==> src/rtl/vedic_seq_mul_ctrl_pkg.sv <==
// Shared types and constants for the sequential Vedic multiplier controller.
package vedic_seq_mul_ctrl_pkg;

  // Controller state encoding
  typedef enum logic [1:0] {
    IDLE = 2'd0,
    RUN  = 2'd1,
    DONE = 2'd2
  } state_t;

  // Default operand width and the digit/cycle counts it implies
  localparam int unsigned DEF_W  = 8;
  localparam int unsigned DIGITS = DEF_W / 2;
  localparam int unsigned CYCLES = DIGITS * DIGITS;

endpackage

==> src/rtl/vedic_seq_mul_ctrl_cell.sv <==
// 2x2 Vedic (Urdhva Tiryakbhyam) multiplier cell, purely combinational.
module VedicMil2bit (
  input  logic [1:0] a,
  input  logic [1:0] b,
  output logic [3:0] c
);

  logic cross_carry;

  // Vertical and crosswise partial products combined with half adders
  assign c[0]        = a[0] & b[0];
  assign c[1]        = (a[1] & b[0]) ^ (a[0] & b[1]);
  assign cross_carry = (a[1] & b[0]) & (a[0] & b[1]);
  assign c[2]        = (a[1] & b[1]) ^ cross_carry;
  assign c[3]        = (a[1] & b[1]) & cross_carry;

endmodule

==> src/rtl/vedic_seq_mul_ctrl.sv <==
// Sequential W x W multiplier: one 2x2 Vedic cell walks every digit pair,
// one pair per cycle, shifting each cell product into a 2W-bit accumulator.
module vedic_seq_mul_ctrl
  import vedic_seq_mul_ctrl_pkg::*;
#(
  parameter int unsigned W = DEF_W
) (
  input  logic           clk,
  input  logic           rst,
  input  logic           in_valid,
  output logic           in_ready,
  input  logic [W-1:0]   a,
  input  logic [W-1:0]   b,
  output logic           out_valid,
  input  logic           out_ready,
  output logic [2*W-1:0] p,
  output logic           busy
);

  localparam int unsigned PW    = 2 * W;
  localparam int unsigned N_DIG = W / 2;
  localparam int unsigned DW    = (N_DIG > 1) ? $clog2(N_DIG) : 1;
  localparam int unsigned CW    = 2 * DW;
  localparam int unsigned SW    = DW + 2;

  state_t        state;
  logic [W-1:0]  a_q;
  logic [W-1:0]  b_q;
  logic [CW-1:0] cnt;
  logic [DW-1:0] dig_i;
  logic [DW-1:0] dig_j;
  logic [1:0]    a_dig;
  logic [1:0]    b_dig;
  logic [3:0]    cell_p;
  logic [SW-1:0] sh;
  logic [PW-1:0] term;
  logic          last_i;
  logic          last_pair;

  // Digit selection: low half of cnt picks the a-digit, high half the b-digit
  assign dig_i = cnt[DW-1:0];
  assign dig_j = cnt[CW-1:DW];
  assign a_dig = 2'(a_q >> {dig_i, 1'b0});
  assign b_dig = 2'(b_q >> {dig_j, 1'b0});

  VedicMil2bit u_cell (
    .a (a_dig),
    .b (b_dig),
    .c (cell_p)
  );

  // Weight of the current pair is 4^(i+j); sum stays well inside 2W bits
  assign sh        = SW'({dig_i, 1'b0}) + SW'({dig_j, 1'b0});
  assign term      = PW'(cell_p) << sh;
  assign last_i    = (dig_i == DW'(N_DIG - 1));
  assign last_pair = last_i && (dig_j == DW'(N_DIG - 1));

  // Controller FSM with datapath registers and registered handshake outputs
  always_ff @(posedge clk or posedge rst) begin
    if (rst) begin
      state     <= IDLE;
      a_q       <= '0;
      b_q       <= '0;
      cnt       <= '0;
      p         <= '0;
      in_ready  <= 1'b1;
      out_valid <= 1'b0;
      busy      <= 1'b0;
    end else begin
      case (state)
        IDLE: begin
          if (in_valid && in_ready) begin
            a_q      <= a;
            b_q      <= b;
            cnt      <= '0;
            p        <= '0;
            state    <= RUN;
            in_ready <= 1'b0;
            busy     <= 1'b1;
          end
        end
        RUN: begin
          p <= p + term;
          // Wrap the a-digit explicitly so non-power-of-two digit counts work
          cnt <= last_i ? {dig_j + DW'(1), DW'(0)} : cnt + CW'(1);
          if (last_pair) begin
            state     <= DONE;
            out_valid <= 1'b1;
          end
        end
        DONE: begin
          if (out_ready) begin
            state     <= IDLE;
            out_valid <= 1'b0;
            busy      <= 1'b0;
            in_ready  <= 1'b1;
          end
        end
        default: begin
          state     <= IDLE;
          in_ready  <= 1'b1;
          out_valid <= 1'b0;
          busy      <= 1'b0;
        end
      endcase
    end
  end

endmodule
==> config.mk <==
export PLATFORM = sky130hd
export DESIGN_NAME = vedic_seq_mul_ctrl
export DESIGN_NICKNAME = d
export VERILOG_FILES = /design/src/rtl/vedic_seq_mul_ctrl_pkg.sv /design/src/rtl/vedic_seq_mul_ctrl_cell.sv /design/src/rtl/vedic_seq_mul_ctrl.sv
export SDC_FILE = /design/constraint.sdc
export NUM_CORES = 1
export LEC_CHECK = 0
export CORE_MARGIN = 1
export CORE_UTILIZATION = 30
export CTS_CLUSTER_DIAMETER = 200
export DETAILED_ROUTE_END_ITERATION = 8
export GPL_TIMING_DRIVEN = 0
export SYNTH_ARGS = -nofsm -noshare
export SYNTH_HDL_FRONTEND = slang
export SYNTH_SLANG_ARGS = --single-unit
==> constraint.sdc <==
create_clock -name clk -period 9 [get_ports clk]
set_clock_uncertainty 0.05 [all_clocks]
set_input_delay 0.9 -clock clk [delete_from_list [all_inputs] [get_ports clk]]
set_output_delay 0.9 -clock clk [all_outputs]
set_load 0.02 [all_outputs]
==> metrics.csv <==
stage,metric,value,unit
power_and_ir_drop,pwr-share-seq,52.0,%
yosys,ys.flop_type,dfrtp_1,
sta,finalHoldViolCount,0,
yosys,synth_xor_area_share,4.529,%
power_and_ir_drop,clkPwrFrac,44.2,%
yosys,synth_edf_count,0,
status,status,finished clean,
worst_setup_path,arrival,4.30,ns
power_and_ir_drop,p_sw,78.49,µW
cts,insertion_delay,0.30,ns
placed_design,port-buffer-count,38,
routing,routed_wl,6250,µm
sta,finalMaxSlewViolations,0,
yosys,synth_seq_area_share,37.94,%
routing,drt-wirelength-per-cell,14.27,µm
routing,first_pass_iters,4,
global_route,grt_max_degree,28,
cts,clkTransAtPathRegs,0.09,ns
sta,tightest_slew,0.5247,ns
sta,max_slew_margin,64.75,%
placed_design,hpwl,4903,µm
routing,vias,2241,
power_and_ir_drop,p_comb_share,3.8,%
routing,drc,0,
final_layout,final_nets,371,
final_layout,seq_area,0.001027,mm²
worst_setup_path,cp-startpoint,cnt[0],
worst_setup_path,critPathMaxFanout,7,
yosys,synth_fp_nets,325,
yosys,synthMuxAreaShare,10.35,%
floorplan,start_util,31.05,%
placed_design,pre_cts_slack,4.922,ns
floorplan,ios,39,
final_layout,final_area,0.003356,mm²
power_and_ir_drop,ir_drop,0.06432,mV
cts,cts_max_path_buffers,2,
sta,rsz0062_at_grt,no,
yosys,async_reset_ff_share,100.0,%
floorplan,die_area,0.009409,mm²
final_layout,syn2layout_area_growth,23.94,%
sta,fin_crit_sh,45.67,%
yosys,ys_ff_latch,41,
floorplan,core-area,0.008721,mm²
final_layout,final_common_cell,dfrtp_1,
power_and_ir_drop,p_leak,1.593,nW
yosys,syn_area,0.002708,mm²
yosys,ys_types,49,
global_route,grt_pass1_vias,2260,
job,maxCapViolations,0,
sta,setup_viol,0,
cts,post_cts_buffers,0,
yosys,synth_cells,283,
yosys,synth_top_family_by_area,compound AO/OA/AOI/OAI gates,
cts,clock-root-buffer,clkbuf_8,
yosys,yosysWarnings,0,
final_layout,final_cell_mix,"dfrtp_1, clkdlybuf4s50_1, nand2_1",
routing,drt_iter0_drc,118,
final_layout,multi_input_area,0.001580,mm²
hold_path,hp-class,flop to flop,
yosys,yosys.area_share.simple,15.76,%
placed_design,place.gp.congestion,0.8955,
hold_path,min_from,b_q[5],
cts,postCtsHoldBufs,0,
floorplan,rows,34,
worst_setup_path,crit_type,flop to flop,
cts,cts_buffers,5,
yosys,yosys.area_share.adder,10.72,%
cts,cts_tree,done,
worst_setup_path,worstPathRequired,9.19,ns
sta,period_needed,4.110,ns
routing,drtAntennaViolNets,0,
sta,setup_slack,4.890,ns
global_route,grt_pass1_wl,11050,µm
global_route,grt_use_total,14.39,%
worst_setup_path,reg2reg_from,cnt[0],
power_and_ir_drop,p_int,275.7,µW
cts,cts_sinks,41,
worst_setup_path,endpoint_kind,flop,
power_and_ir_drop,p_sw_share,22.16,%
placed_design,dpl_cell_area,0.003243,mm²
final_layout,fillers,883,
global_route,overflow,0,
floorplan,die_w,97,µm
cts,cts_resized,0,
final_layout,layout-drive-gt1-share,12.12,%
global_route,grt_antenna_before_repair,0,
sta,timing.setup.tns,0,ns
routing,vias_per_cell,5.116,
sta,fmax,243.3,MHz
final_layout,diodes,0,
yosys,avgSynthCellArea,9.567,µm²
cts,htreeDepth,2,
power_and_ir_drop,power-per-cell-area,105.5,mW/mm²
floorplan,die_y,97,µm
worst_setup_path,startpoint_type,flop,
yosys,synth_compound_area_share,17.01,%
[per-layer routing]
layer  wire, µm  track usage (%)  share of wire, %  vias to the layer above
met5          0                0                 0                        -
met4         51            2.870              0.82                        0
met3        332            2.673               5.3                        6
met2       2973            24.43                48                       55
met1       2893            19.12                46                     1073
li1           -                -                 -                     1107
[critical path, stage by stage, from the launching register on]
cell and delay (ns):
dfrtp_1 0.52, mux4_2 0.59, and2_1 0.18, ha_1 0.17, ha_1 0.31, nor2b_1 0.14, a31oi_1 0.34, nor2_1 0.11
ha_1 0.36, and2b_1 0.20, o21bai_4 0.08, a211oi_2 0.26, nor2b_1 0.14, or4_1 0.49, nand3_1 0.09
[stage by stage]
step / utilization [%] / std cells / hold slack [ns] / total power, mW
finish: 38.48 / 438 / 0.4389 / 0.3542
global route: 38.48 / 438 / 0.4704 / 0.3648
CTS: 38.48 / 438 / 0.4455 / 0.3583
detailed placement: 37.19 / 430 / 0.4243 / 0.2018
global placement: 36.96 / 429 / 0.4142 / 0.2007
floorplan: - / 283 / 0.4024 / 0.1910
[registers in the layout (all words and copies together) (netlist names)]
register / flops
in_ready: 1
b_q: 8
p: 16
busy: 1
a_q: 8
cnt: 4
state: 2
out_valid: 1
[worst paths after layout]
| check | end | slack [ns] | cells after the start |
|---|---|---|---|
| min reg2reg | b_q[5] | 0.44 | 1 |
| min | b_q[5] | 0.44 | 1 |
| max | p[12] | 4.89 | 14 |
| max reg2reg | p[12] | 4.89 | 14 |
| min in group asynchronous | a_q[0] | 0.82 | 2 |
| max in group asynchronous | in_ready | 7.55 | 3 |
[cell type report]
class                           count  share of cell area [%]
Multi-Input combinational cell    217                   47.09
Sequential cell                    41                   30.61
Timing Repair Buffer               39                   11.93
Tap cell                          108                   4.027
Clock buffer                        5                   2.051
Buffer                             13                   1.641
Inverter                           12                   1.342
Clock inverter                      3                   1.305
[synth_stat cells, drive strengths merged, types with 6 or more instances]
| master | count | area, µm² |
|---|---|---|
| a31oi | 6 | 37.54 |
| nor2 | 18 | 70.07 |
| nand3 | 6 | 30.03 |
| a21oi | 20 | 100.1 |
| nand2b | 6 | 37.54 |
| mux2 | 16 | 180.2 |
| xnor2 | 8 | 70.07 |
| o21ai | 23 | 115.1 |
| inv | 12 | 45.04 |
| nand2 | 34 | 130.1 |
| dfrtp | 40 | 1001 |
| clkbuf | 8 | 30.03 |
| xor2 | 6 | 52.55 |
| ha | 20 | 250.2 |
[power groups by stage]
stage | logic (mW) | registers [mW] | clock network, mW
6_report | 0.0136 | 0.184 | 0.156
5_1_grt | 0.0152 | 0.184 | 0.165
4_1_cts | 0.0142 | 0.184 | 0.160
3_5_place_dp | 0.0141 | 0.188 | 0
3_3_place_gp | 0.0130 | 0.188 | 0
2_1_floorplan | 0.00329 | 0.188 | 0
[cells by family after synthesis]
family,Yosys count
AO/OA/AOI/OAI,71
XOR/XNOR,14
buffers and inverters,25
flip-flops,41
adder cells (fa/ha/maj),22
AND/OR/NAND/NOR,89
multiplexers,21
(Power assumes the default switching activity.)
